`src/rtl/instr_fetch_unit.sv`:
```
// Fetch stage: sequential word fetch into a small {instr, pc} buffer with redirect flush.
// Optional FETCH_PERF_EN adds saturating delivered-instruction and decode-bubble counters.
module instr_fetch_unit #(
  parameter int DATA_WIDTH = 32,
  parameter int ADDR_WIDTH = 32,
  parameter int FIFO_DEPTH = 4,
  parameter logic [ADDR_WIDTH-1:0] RESET_PC = '0
) (
  input  logic                  clk,
  input  logic                  rst,
  output logic                  imem_req_valid,
  input  logic                  imem_req_ready,
  output logic [ADDR_WIDTH-1:0] imem_req_addr,
  input  logic                  imem_resp_valid,
  input  logic [DATA_WIDTH-1:0] imem_resp_data,
  input  logic                  redirect_valid,
  input  logic [ADDR_WIDTH-1:0] redirect_pc,
  output logic                  dec_valid,
  input  logic                  dec_ready,
  output logic [DATA_WIDTH-1:0] dec_instr,
  output logic [ADDR_WIDTH-1:0] dec_pc
`ifdef FETCH_PERF_EN
  ,
  output logic [31:0]           perf_fetched,
  output logic [31:0]           perf_bubbles
`endif
);

  localparam int PW = $clog2(FIFO_DEPTH);
  localparam int CW = PW + 1;

  // Handshakes: a transfer happens on a cycle where valid && ready at the rising edge;
  // valid never depends on ready, and imem responses arrive in order and cannot be stalled.

  logic [ADDR_WIDTH-1:0] r_pc;
  logic [ADDR_WIDTH-1:0] r_resp_pc;
  logic [CW-1:0]         r_outstanding;
  logic [CW-1:0]         r_discard;
  logic [CW-1:0]         r_count;
  logic [PW-1:0]         r_wr_ptr;
  logic [PW-1:0]         r_rd_ptr;
  logic [DATA_WIDTH-1:0] r_fifo_instr [FIFO_DEPTH];
  logic [ADDR_WIDTH-1:0] r_fifo_pc    [FIFO_DEPTH];

  logic [CW:0]           w_occupancy;
  logic                  w_req_fire;
  logic                  w_push;
  logic                  w_pop;
  logic                  w_dec_valid;
  logic [CW-1:0]         w_out_after_resp;
  logic [ADDR_WIDTH-1:0] w_redirect_target;
  logic                  w_unused_lsbs;

  assign w_occupancy       = {1'b0, r_count} + {1'b0, r_outstanding};
  assign imem_req_valid    = !rst && !redirect_valid && (w_occupancy < (CW+1)'(FIFO_DEPTH));
  assign imem_req_addr     = r_pc;
  assign w_req_fire        = imem_req_valid && imem_req_ready;
  assign w_push            = imem_resp_valid && (r_discard == '0) && !redirect_valid;
  assign w_dec_valid       = (r_count != '0);
  assign w_pop             = w_dec_valid && dec_ready && !redirect_valid;
  assign w_out_after_resp  = r_outstanding - CW'(imem_resp_valid);
  assign w_redirect_target = {redirect_pc[ADDR_WIDTH-1:2], 2'b00};
  assign w_unused_lsbs     = ^redirect_pc[1:0];

  assign dec_valid = w_dec_valid;
  assign dec_instr = w_dec_valid ? r_fifo_instr[r_rd_ptr] : '0;
  assign dec_pc    = w_dec_valid ? r_fifo_pc[r_rd_ptr]    : '0;

  always_ff @(posedge clk) begin
    if (rst) begin
      r_pc          <= RESET_PC;
      r_resp_pc     <= RESET_PC;
      r_outstanding <= '0;
      r_discard     <= '0;
      r_count       <= '0;
      r_wr_ptr      <= '0;
      r_rd_ptr      <= '0;
    end else if (redirect_valid) begin
      // Everything still owed by memory belongs to the old path and must be dropped.
      r_pc          <= w_redirect_target;
      r_resp_pc     <= w_redirect_target;
      r_discard     <= w_out_after_resp;
      r_outstanding <= w_out_after_resp;
      r_count       <= '0;
      r_wr_ptr      <= '0;
      r_rd_ptr      <= '0;
    end else begin
      if (w_req_fire) r_pc <= r_pc + ADDR_WIDTH'(4);
      r_outstanding <= r_outstanding + CW'(w_req_fire) - CW'(imem_resp_valid);
      if (imem_resp_valid && (r_discard != '0)) r_discard <= r_discard - CW'(1);
      if (w_push) begin
        r_wr_ptr  <= r_wr_ptr + PW'(1);
        r_resp_pc <= r_resp_pc + ADDR_WIDTH'(4);
      end
      if (w_pop) r_rd_ptr <= r_rd_ptr + PW'(1);
      r_count <= r_count + CW'(w_push) - CW'(w_pop);
    end
  end

  always_ff @(posedge clk) begin
    if (w_push) begin
      r_fifo_instr[r_wr_ptr] <= imem_resp_data;
      r_fifo_pc[r_wr_ptr]    <= r_resp_pc;
    end
  end

  // The credit check on requests makes a push into a full buffer impossible.
  a_no_overflow: assert property (@(posedge clk) disable iff (rst)
    !(w_push && !w_pop && (r_count == CW'(FIFO_DEPTH))));

`ifdef FETCH_PERF_EN
  logic [31:0] r_perf_fetched;
  logic [31:0] r_perf_bubbles;

  always_ff @(posedge clk) begin
    if (rst) begin
      r_perf_fetched <= '0;
      r_perf_bubbles <= '0;
    end else begin
      if (w_pop && (r_perf_fetched != 32'hFFFF_FFFF)) r_perf_fetched <= r_perf_fetched + 32'd1;
      if (dec_ready && !w_dec_valid && !redirect_valid && (r_perf_bubbles != 32'hFFFF_FFFF))
        r_perf_bubbles <= r_perf_bubbles + 32'd1;
    end
  end

  assign perf_fetched = r_perf_fetched;
  assign perf_bubbles = r_perf_bubbles;
`endif

endmodule

```
`config.mk`:
```
export PLATFORM = sky130hd
export DESIGN_NAME = instr_fetch_unit
export DESIGN_NICKNAME = d
export VERILOG_FILES = /design/src/rtl/instr_fetch_unit.sv
export SDC_FILE = /design/constraint.sdc
export NUM_CORES = 1
export LEC_CHECK = 0
export CAP_MARGIN = 10
export CORE_ASPECT_RATIO = 0.75
export CORE_MARGIN = 2
export CORE_UTILIZATION = 30
export CTS_CLUSTER_DIAMETER = 120
export DETAILED_ROUTE_END_ITERATION = 16
export PLACE_DENSITY_LB_ADDON = 0.2
export SYNTH_ARGS = -nofsm -noshare
export SYNTH_HDL_FRONTEND = slang
export SYNTH_SLANG_ARGS = --single-unit
export TNS_END_PERCENT = 10
```
`constraint.sdc`:
```
create_clock -name clk -period 4.3 [get_ports clk]
set_clock_uncertainty 0.1 [all_clocks]
set_input_delay 0.43 -clock clk [delete_from_list [all_inputs] [get_ports clk]]
set_output_delay 0.43 -clock clk [all_outputs]
set_load 0.01 [all_outputs]
```
# After elaboration in Yosys (flattened, before gate mapping)

Memory sizes are Yosys's and may differ from the RTL's. A register that Yosys moved wholly into a read port is not among the register bits.
Cells that the tools add are included.

Output and inout port bits: 98
Word-level logic and storage cells: 55
Memory bits (read-only): 0
Bits in latches: 0
RAM bits: 256
Register bits: 77
Bits of input ports: 70
Memories kept: 2

Memories:

| name         | depth | bits a word | read ports | clocked after memory_dff | wr ports | RTL line | text |
|---|---|---|---|---|---|---|---|
| r_fifo_instr | 4     | 32          | 1          | 1                        | 1        | 42       | `logic [DATA_WIDTH-1:0] r_fifo_instr [FIFO_DEPTH];` |
| r_fifo_pc    | 4     | 32          | 1          | 1                        | 1        | 43       | `logic [ADDR_WIDTH-1:0] r_fifo_pc [FIFO_DEPTH];` |

Add/sub/neg operators: 11
Reduce and logical (&&, ||, !) cells: 17
$mul: 0
Div/mod/pow operators: 0
Shift-type cells: 0
Muxes and demuxes: 15
Magnitude comparators: 1
Equality and inequality tests: 0
Bitwise logic cells: 0

Operator list:

| cell                                                                         | number |
|---|---|
| 32-bit two-way mux                                                           | 6 |
| 32-bit by 3-bit adder with 32-bit output, second input constant              | 2 |
| 3-bit two-way mux                                                            | 3 |
| 3-bit by 1-bit subtractor with 3-bit output                                  | 3 |
| 1-bit logical AND                                                            | 8 |
| 2-bit two-way mux                                                            | 4 |
| 3-bit by 1-bit adder with 3-bit output                                       | 2 |
| 2-bit nonzero test                                                           | 3 |
| 3-bit nonzero test                                                           | 2 |
| 2-bit by 1-bit adder with 2-bit output, second input constant                | 2 |
| 3-bit by 3-bit adder with 4-bit output                                       | 1 |
| 4-bit by 3-bit less-than comparator with 1-bit output, second input constant | 1 |
| 3-bit zero test                                                              | 1 |
| 3-bit by 1-bit subtractor with 3-bit output, second input constant           | 1 |
| 1-bit zero test                                                              | 2 |
| 1-bit two-way mux                                                            | 2 |
| 2-bit OR reduction                                                           | 1 |

# Logic depth before layout (Yosys ltp)

Depth in word-level cells: 7
Depth in mapped cells: 13
Depth with buffers taken out: 12

# Worst setup path before layout

No wires, ideal clock.

Path type: reg-to-reg
Start: register r_discard[0]
End: memory r_fifo_instr[0][0] (enable)
Data required time: 3.773 ns
Setup slack: 1.232 ns
Period minus slack after synthesis: 3.068 ns
Library setup time: 0.427 ns
Cell stages (with the launch flop): 6
Arrival: 2.541 ns
Buffers on the path: 1
Cell sequence: dfxtp_1 > inv_1 > ha_1 > and3b_1 > clkbuf_1 > and3_1

Longest elaborated chain between the ends: 5

RTL lines:

| item                                    | RTL line | text |
|---|---|---|
| from (decl)                             | 38       | `logic [CW-1:0] r_discard;` |
| from (signal assigned)                  | 82       | `r_discard <= w_out_after_resp;` |
| from (signal assigned)                  | 90       | `if (imem_resp_valid && (r_discard != '0)) r_discard <= r_discard - CW'(1);` |
| 3-bit zero test                         | 58       | `assign w_push = imem_resp_valid && (r_discard == '0) && !redirect_valid;` |
| 1-bit logical AND (2 in a row)          | 58       |  |
| 1-bit two-way mux                       | 101      | `if (w_push) begin` |
| 1-bit two-way mux (not written as such) | 102      | `r_fifo_instr[r_wr_ptr] <= imem_resp_data;` |
| to (decl)                               | 42       |  |

No other way between the ends.

==> impl_metrics.py <==
metrics = {
    "outcome": {
        "status": "complete, no violations",
    },
    "global_routing": {
        "grt_first_pass_wirelength_mm": 50.8,
        "grt_pass1_vias": 8246,
        "antenna_found_initial": 0,
        "grt_max_degree": 65,
        "grt_usage_pct": 14.0,
        "overflow": 0,
    },
    "critical_path": {
        "worstPathArrival_ps": 2900,
        "cp.required_ps": 3770,
        "path_max_fanout": 39,
        "critical_path_class": "flip-flop to output port",
        "end_kind": "output port",
        "rrSetupSlack_ps": 1160,
        "start_kind": "flip-flop",
    },
    "detailed_routing": {
        "wl_met2_mm": 14.2,
        "routed_via_density": 4.89,
        "wire_per_inst_um": 19.7,
        "wl_met1_mm": 16.8,
        "vias": 8304,
        "met3_wirelength_mm": 1.93,
        "remaining_drc_errors": 0,
        "top_layer_used": "met4",
        "postRouteAntennaNets": 0,
        "dr.pass1.iters": 5,
        "drt_wl_total_mm": 33.5,
        "drt_iter0_drc": 588,
    },
    "sta": {
        "setup_viol": 0,
        "drv_slew": 0,
        "rsz0062_at_grt": "false",
        "maxSlewHeadroom_pct": 47.7,
        "tightestPinTransition_ps": 778,
        "max_freq_ghz": 0.291,
        "fin_crit_sh_pct": 79.8,
        "min_period_ps": 3430,
        "hold_ws_ps": 394,
        "finalHoldViolations": 0,
        "setup-tns-final_ps": 0,
    },
    "clock_network": {
        "cts_buffer_depth": 3,
        "clkTransAtPathRegs_ps": 60,
        "cts_tree": "built",
        "cts_resized": 0,
        "htreeDepth": 2,
        "cts_hold_buf": 0,
        "insertion_delay_ps": 520,
        "cts_num_sinks": 323,
        "post_cts_buffers": 0,
        "cts_buffers": 35,
        "cts-root-buf": "clkbuf_16",
    },
    "final_layout": {
        "layout_common_cells": "248 x edfxtp_1, 160 x clkdlybuf4s50_1, 73 x dfxtp_1, 62 x mux4_2, 62 x nor2b_1",
        "area.sequential_um2": 8950,
        "utilization_pct": 38.1,
        "final_nets": 1173,
        "fill_cells": 4232,
        "syn_to_final_growth_pct": 24.8,
        "final_cells": 1697,
        "multiInputGateArea_um2": 4370,
        "diodes": 0,
        "final_common_cell": "edfxtp_1",
        "drive_above_1_share_pct": 13.3,
    },
    "die": {
        "die_area_um2": 47300,
        "fp.dieH_um": 189,
        "die_w_um": 250,
        "fp.coreArea_um2": 44800,
        "rows": 67,
        "start_util_pct": 30.5,
        "io-pin-count": 168,
    },
    "synth": {
        "async_flop_share_pct": 0,
        "yosys_most_used_dff": "edfxtp_1",
        "synth-warning-count": 0,
        "synth_cells": 919,
        "yosysSeqAreaShare_pct": 65.5,
        "synth_cell_types": 65,
        "netlist_area_um2": 13700,
        "avgSynthCellArea_um2": 14.9,
        "synth_seq_cells": 323,
        "synth_edf_count": 248,
    },
    "power_and_ir_drop": {
        "power_mw": 7.03,
        "p_per_area_nw_per_um2": 412,
        "ir_worst_vdd_uv": 214,
        "leakage_nw": 5.45,
    },
    "placement": {
        "dp_hpwl_mm": 21.2,
        "globalplace.congestion": 0.784,
        "port_buffers": 161,
        "numPlacedInstances": 1634,
    },
    "worst_hold_path": {
        "hold_path_class": "flip-flop to flip-flop",
    },
    "job": {
        "maxCapViolCount": 0,
    },
}
-- registers in the layout (all words and copies together), names as in the netlist, named ones only --
signal         cells
imem_req_addr     30
r_count            3
r_discard          3
r_fifo_instr     128
r_fifo_pc        120
r_outstanding      3
r_rd_ptr           2
r_resp_pc         30
r_wr_ptr           2
-- path summary, 6_finish.rpt --
kind | depth (start not counted) | endpoint | start
min reg2reg | 2 | r_wr_ptr[1] | r_wr_ptr[1]
max reg2reg | 13 | r_outstanding[2] | r_count[1]
min | 2 | r_wr_ptr[1] | r_wr_ptr[1]
max | 4 | dec_pc[12] | flip-flop
-- final cells by class --
| class | instances | share of cell area (%) |
|---|---|---|
| sequential | 323 | 52.5 |
| multi-input combinational | 521 | 25.7 |
| clock buffer | 45 | 5.48 |
| inverter | 26 | 0.572 |
| tap | 586 | 4.30 |
| clock inverter | 18 | 1.01 |
| timing repair buffer | 178 | 10.5 |
-- stage by stage --
stage / worst slack (ps) / area, µm²
finish: 867 / 17100
global route: 680 / 17100
CTS: 744 / 17100
detailed placement: 871 / 15900
global placement: 856 / 15900
floorplan: 1230 / 13700
-- layer usage --
| layer | vias up | GRT usage, % |
|---|---|---|
| met5 | - | 0 |
| met4 | 0 | 3.41 |
| met3 | 40 | 3.29 |
| met2 | 240 | 20.1 |
| met1 | 4174 | 21.2 |
| li1 | 3850 | - |
-- cells by family (layout without fill, tap and decap cells) --
group,count (synthesis),in the layout,synth area share [%]
flops,323,323,65.5
simple gates,276,276,11.5
compound gates,117,117,5.49
buf+inv,78,267,2.60
mux,63,63,10.3
xor+xnor,43,43,2.76
fa+ha+maj,18,18,1.76
other cells,1,4,0.0275
-- cell usage after synthesis, types with 22 or more instances --
library cell / count / area share [%]
dfxtp_1: 75 / 11
inv_1: 25 / 0.69
nor2_1: 49 / 1.3
nand3_1: 22 / 0.81
nand4_1: 22 / 1.0
mux4_2: 62 / 10
xor2_1: 23 / 1.5
a21oi_1: 30 / 1.1
nand2_1: 55 / 1.5
edfxtp_1: 248 / 55
clkbuf_1: 32 / 0.88
nor2b_1: 62 / 2.8
-- power by group --
part | internal (mW) | switching (mW) | total (mW) | leakage, nW
Sequential | 3.46 | 0.0986 | 3.56 | 2.88
Combinational | 0.273 | 0.273 | 0.546 | 2.02
Clock | 1.72 | 1.20 | 2.93 | 0.538
Total | 5.46 | 1.57 | 7.03 | 5.45
-- critical path, cell delays in order (launching register included) --
cell,delay (ps)
dfxtp_4,700
buf_12,400
mux4_2,560
nor2b_1,150
clkdlybuf4s50_1,550
No activity file was read; power rests on OpenSTA's default activity.
